File: src/rtl/cordic_shift_unit.sv
// cordic_shift_unit: multi-lane signed arithmetic right shifter with a registered valid/ready output stage
module cordic_shift_unit #(
  parameter int WIDTH   = 16,
  parameter int LANES   = 2,
  parameter int SHIFT_W = 5,
  parameter int ITERS   = 16
) (
  input  logic                     clock,
  input  logic                     reset,
  input  logic                     in_valid,
  output logic                     in_ready,
  input  logic [LANES*WIDTH-1:0]   in_data,
  input  logic [SHIFT_W-1:0]       in_shift,
  input  logic                     mode_auto,
  input  logic                     round_en,
  input  logic                     start,
  output logic                     out_valid,
  input  logic                     out_ready,
  output logic [LANES*WIDTH-1:0]   out_data,
  output logic [SHIFT_W-1:0]       out_shift,
  output logic                     out_last,
  output logic [SHIFT_W-1:0]       iter_cnt
);
  logic                   r_valid;
  logic                   r_last;
  logic [LANES*WIDTH-1:0] r_data;
  logic [SHIFT_W-1:0]     r_shift;
  logic [SHIFT_W-1:0]     r_iter;
  logic [SHIFT_W-1:0]     w_base;
  logic [SHIFT_W-1:0]     w_s;
  logic [SHIFT_W-1:0]     w_next;
  logic                   w_accept;
  logic                   w_oor;
  logic                   w_last;
  logic [LANES*WIDTH-1:0] w_res;

  assign in_ready  = !r_valid || out_ready;
  assign w_accept  = in_valid && in_ready;
  // start overrides the held count so a same-cycle beat already sees iteration 0
  assign w_base    = start ? '0 : r_iter;
  assign w_s       = mode_auto ? w_base : in_shift;
  assign w_next    = (w_base == SHIFT_W'(ITERS - 1)) ? '0 : w_base + 1'b1;
  assign w_oor     = 32'(w_s) >= 32'(WIDTH);
  assign w_last    = mode_auto && (w_s == SHIFT_W'(ITERS - 1));

  for (genvar k = 0; k < LANES; k++) begin : g_lane
    logic signed [WIDTH-1:0] w_x;
    logic signed [WIDTH-1:0] w_trunc;
    logic signed [WIDTH:0]   w_ext;
    logic signed [WIDTH:0]   w_bias;
    logic signed [WIDTH:0]   w_sum;
    logic        [WIDTH-1:0] w_rnd;
    assign w_x     = in_data[k*WIDTH +: WIDTH];
    assign w_trunc = w_x >>> w_s;
    // one extra bit keeps x + half-LSB from overflowing before the shift
    assign w_ext   = {w_x[WIDTH-1], w_x};
    assign w_bias  = (w_s == '0 || w_oor) ? '0 : (WIDTH+1)'(1) << (w_s - 1'b1);
    assign w_sum   = w_ext + w_bias;
    assign w_rnd   = WIDTH'(w_sum >>> w_s);
    assign w_res[k*WIDTH +: WIDTH] = w_oor ? (round_en ? '0 : {WIDTH{w_x[WIDTH-1]}})
                                           : (round_en ? w_rnd : w_trunc);
  end

  // output stage: capture on accept, hold otherwise; counter advances only on auto-mode accepts
  always_ff @(posedge clock or negedge reset) begin
    if (!reset) begin
      r_valid <= 1'b0;
      r_data  <= '0;
      r_shift <= '0;
      r_last  <= 1'b0;
      r_iter  <= '0;
    end else begin
      if (w_accept) begin
        r_data  <= w_res;
        r_shift <= w_s;
        r_last  <= w_last;
      end
      r_valid <= w_accept ? 1'b1 : (out_ready ? 1'b0 : r_valid);
      r_iter  <= (w_accept && mode_auto) ? w_next : w_base;
    end
  end

  assign out_valid = r_valid;
  assign out_data  = r_data;
  assign out_shift = r_shift;
  assign out_last  = r_last;
  assign iter_cnt  = r_iter;
endmodule
File: config.mk
export PLATFORM = sky130hd
export DESIGN_NAME = cordic_shift_unit
export DESIGN_NICKNAME = d
export VERILOG_FILES = /design/src/rtl/cordic_shift_unit.sv
export SDC_FILE = /design/constraint.sdc
export NUM_CORES = 1
export LEC_CHECK = 0
export CAP_MARGIN = 20
export CORE_ASPECT_RATIO = 1.2
export CORE_MARGIN = 4
export CORE_UTILIZATION = 45
export CTS_CLUSTER_SIZE = 10
export DETAILED_ROUTE_END_ITERATION = 10
export GPL_TIMING_DRIVEN = 1
export HOLD_SLACK_MARGIN = 0.03
export PLACE_DENSITY = 0.68
export SYNTH_ARGS = -nofsm -noshare
export SYNTH_HDL_FRONTEND = slang
export SYNTH_SLANG_ARGS = --single-unit
File: constraint.sdc
create_clock -name clock -period 8.25 [get_ports clock]
set_input_delay 1.65 -clock clock [delete_from_list [all_inputs] [get_ports clock]]
set_output_delay 1.65 -clock clock [all_outputs]
set_load 0.05 [all_outputs]
==> impl_metrics.py <==
metrics = {
    "route": {
        "via_count": 7094,
        "drcViolationCount": 0,
        "routed_via_density": 6.711,
        "routed_wl_mm": 23.98,
        "drt_iter0_drc": 789,
        "detail-route-antenna-nets": 0,
        "wl_per_cell_um": 22.68,
        "dr.pass1.iters": 5,
    },
    "timing": {
        "worst_pin_slew_ps": 955.8,
        "rsz0062_at_grt": "no",
        "max_freq_mhz": 147.2,
        "period_needed_ps": 6794,
        "drv_slew": 0,
        "slew_headroom": 0.3604,
        "tns_ps": 0,
        "finalClockSkew_ps": 9.766,
        "finalHoldViolCount": 0,
        "timing.final.crit_share": 0.8235,
        "setup_viol": 0,
        "whs_ps": 477.9,
    },
    "cells_and_area": {
        "drive_gt1_frac": 0.07762,
        "diodes": 0,
        "mostFrequentLayoutCells": "nand2_1, clkdlybuf4s50_1, nor2_1, a21oi_1, dfrtp_1",
        "area_delta_synth_final_pct": 18.92,
        "nets": 960,
        "final_common_cell": "nand2_1",
    },
    "worst_setup_path": {
        "startpoint_type": "input port",
        "cp-end-kind": "flip-flop",
        "worstPathRequired_ps": 8470,
        "reg2reg_from": "iter_cnt[3]$_DFF_PN0_",
        "crit_path_end": "out_data[20]$_DFFE_PN0P_",
        "crit_path_start": "mode_auto",
        "r2r_cells": 18,
        "r2r-end": "out_data[20]$_DFFE_PN0P_",
        "cp.arrival_ps": 7010,
        "worst-setup-path-type": "in2reg",
        "cp_max_fo": 19,
        "rrSetupSlack_ps": 3290,
    },
    "synth": {
        "synthCells": 835,
        "synth_warnings": 0,
        "yosysSeqAreaShare": 0.1779,
        "synth_edf_count": 0,
        "ys_seq_elements": 44,
        "synth_cell_type_count": 90,
        "avgSynthCellArea_um2": 7.413,
        "ys.flop_type": "dfrtp_1",
        "syn-cell-area_mm2": 0.006190,
        "ys_async_sr_fraction": 1.000,
    },
    "power": {
        "p_seq_frac": 0.258,
        "intPower_mw": 0.5880,
        "vdd_ir_drop_max_mv": 0.2374,
        "p_comb_frac": 0.528,
        "p_switching_mw": 0.4740,
        "powerDensity_mw_per_mm2": 144.3,
        "leakage_nw": 2.974,
        "sw_frac_of_total": 0.4463,
        "clockPowerShare": 0.214,
    },
    "clocking": {
        "cts_resized": 0,
        "cts_sinks": 44,
        "clk_latency_ps": 290,
        "cts-htree-levels": 2,
        "cts_root_buf": "clkbuf_16",
        "clockBufferDepth": 2,
        "cts_setup_buffers": 0,
        "clk_pin_slew_worst_paths_ps": 70,
        "cts_tree": "built",
        "postCtsHoldBufs": 0,
        "cts_buffers": 5,
    },
    "floorplan": {
        "dieArea_mm2": 0.01570,
        "core.rowCount": 46,
        "die-height_um": 136.5,
        "core-area_mm2": 0.01335,
        "io_pins": 89,
        "initial_core_util": 0.4635,
        "die_width_um": 115.1,
    },
    "run": {
        "maxCapViolations": 0,
    },
    "global_route": {
        "grt_pass1_vias": 6699,
        "grt_max_degree": 47,
        "grtUsageTotal": 0.2988,
        "grt-ovfl-total": 0,
        "grt_pass1_wl_mm": 37.02,
        "antenna_found_initial": 0,
    },
    "place": {
        "hpwl_mm": 18.18,
        "port_buffers": 88,
        "globalplace.congestion": 0.9799,
    },
    "outcome": {
        "status": "complete, no violations",
    },
    "min_path": {
        "hold_class": "reg2reg",
    },
}
[power groups by stage]
stage / Combinational [mW] / Sequential, mW / Clock [mW]
after CTS: 0.553 / 0.274 / 0.231
after global placement: 0.546 / 0.276 / 0
after global routing: 0.594 / 0.279 / 0.240
after floorplan: 0.239 / 0.397 / 0
after detailed placement: 0.551 / 0.277 / 0
final: 0.561 / 0.274 / 0.227
[stage by stage]
stage	utilization	cells	total power [mW]	setup WS (ps)	area, µm²
after floorplan	-	836	0.6362	2191	6193
after global placement	0.5372	1048	0.8220	1369	7173
after detailed placement	0.5372	1048	0.8279	1226	7173
after CTS	0.5498	1056	1.058	1545	7341
after global routing	0.5513	1057	1.112	1081	7361
final	0.5513	1057	1.062	1456	7361
[cell usage after synthesis (all sizes together) (4+ instances only)]
cell	number	area, µm²
a2111oi	6	83.84
a211o	12	105.1
a211oi	12	90.09
a21boi	5	37.54
a21o	18	135.1
a21oi	81	416.7
a221oi	8	87.59
a31oi	18	112.6
a41oi	8	77.58
and2	7	43.79
and3	9	56.30
buf	13	76.32
clkbuf	50	187.7
dfrtp	44	1101
ha	28	350.3
inv	10	37.54
mux2	11	127.6
mux2i	22	220.2
mux4	4	90.09
nand2	99	371.6
nand2b	11	68.82
nand3	30	150.1
nand3b	4	30.03
nand4	11	68.82
nor2	81	304.0
nor2b	12	75.07
nor3	16	85.08
nor3b	4	35.03
o2111ai	4	35.03
o211a	4	40.04
o211ai	17	132.6
o21a	5	37.54
o21ai	44	220.2
o221ai	8	70.07
o22a	5	43.79
o22ai	16	100.1
o31ai	14	110.1
o32a	5	50.05
or3	7	48.80
xnor2	20	175.2
xor2	8	77.58
[how the worst min path moves through the flow]
stage	startpoint	end	slack, ps	cells past startpoint
2_1_floorplan	out_last$_DFFE_PN0P_	out_last$_DFFE_PN0P_	760	2
3_3_place_gp	out_shift[0]$_DFFE_PN0P_	out_shift[0]$_DFFE_PN0P_	470	2
3_5_place_dp	out_shift[1]$_DFFE_PN0P_	out_shift[1]$_DFFE_PN0P_	470	2
4_1_cts	out_shift[1]$_DFFE_PN0P_	out_shift[1]$_DFFE_PN0P_	490	2
5_1_grt	out_shift[0]$_DFFE_PN0P_	out_shift[0]$_DFFE_PN0P_	520	2
6_report	out_shift[1]$_DFFE_PN0P_	out_shift[1]$_DFFE_PN0P_	480	2
[cells by family (layout without fill, tap and decap cells)]
family                     Yosys count  in the layout  share of synthesized area
buffers and inverters               73            126                    0.04872
AOI/OAI and AO/OA                  320            320                     0.3659
DFF                                 44             44                     0.1779
adders and majority gates           28             28                    0.05660
and+or+nand+nor                    304            304                     0.2387
other                                1              2                  0.0006058
xor gates and xnor gates            28             28                    0.04083
muxes                               37             37                    0.07075
[sequential cells by signal (all words and copies together), names as in the netlist]
register,cells
iter_cnt,5
out_data,32
out_last,1
out_shift,5
out_valid,1
[layer usage]
layer	up-vias	GRT usage	routed length (µm)
li1	3295	-	-
met1	3358	0.4067	10180
met2	394	0.4971	11360
met3	47	0.02850	1848
met4	0	0.09328	582
met5	-	0	0
[critical path, cell delays in order]
cell             delay, ps
clkdlybuf4s50_1       1010
nor4b_1                510
a21o_1                 140
buf_4                  200
nand2_1                240
nor2_1                 330
ha_1                   370
and4_1                 300
a221oi_1               360
o21ai_1                170
a211oi_1               260
nor2_1                  80
a31oi_1                190
xnor2_1                220
a2bb2oi_1              360
a21oi_1                150
a211o_1                290
a31oi_1                170
[cell type report]
type / instances / area [µm²]
Clock buffer: 5 / 125.1
Clock inverter: 3 / 42.54
Fill cell: 1327 / 5992
Inverter: 10 / 37.54
Multi-Input combinational cell: 719 / 4811
Sequential cell: 44 / 1101
Tap cell: 168 / 210.2
Timing Repair Buffer: 108 / 1033
No activity file was read; power rests on OpenSTA's default activity.
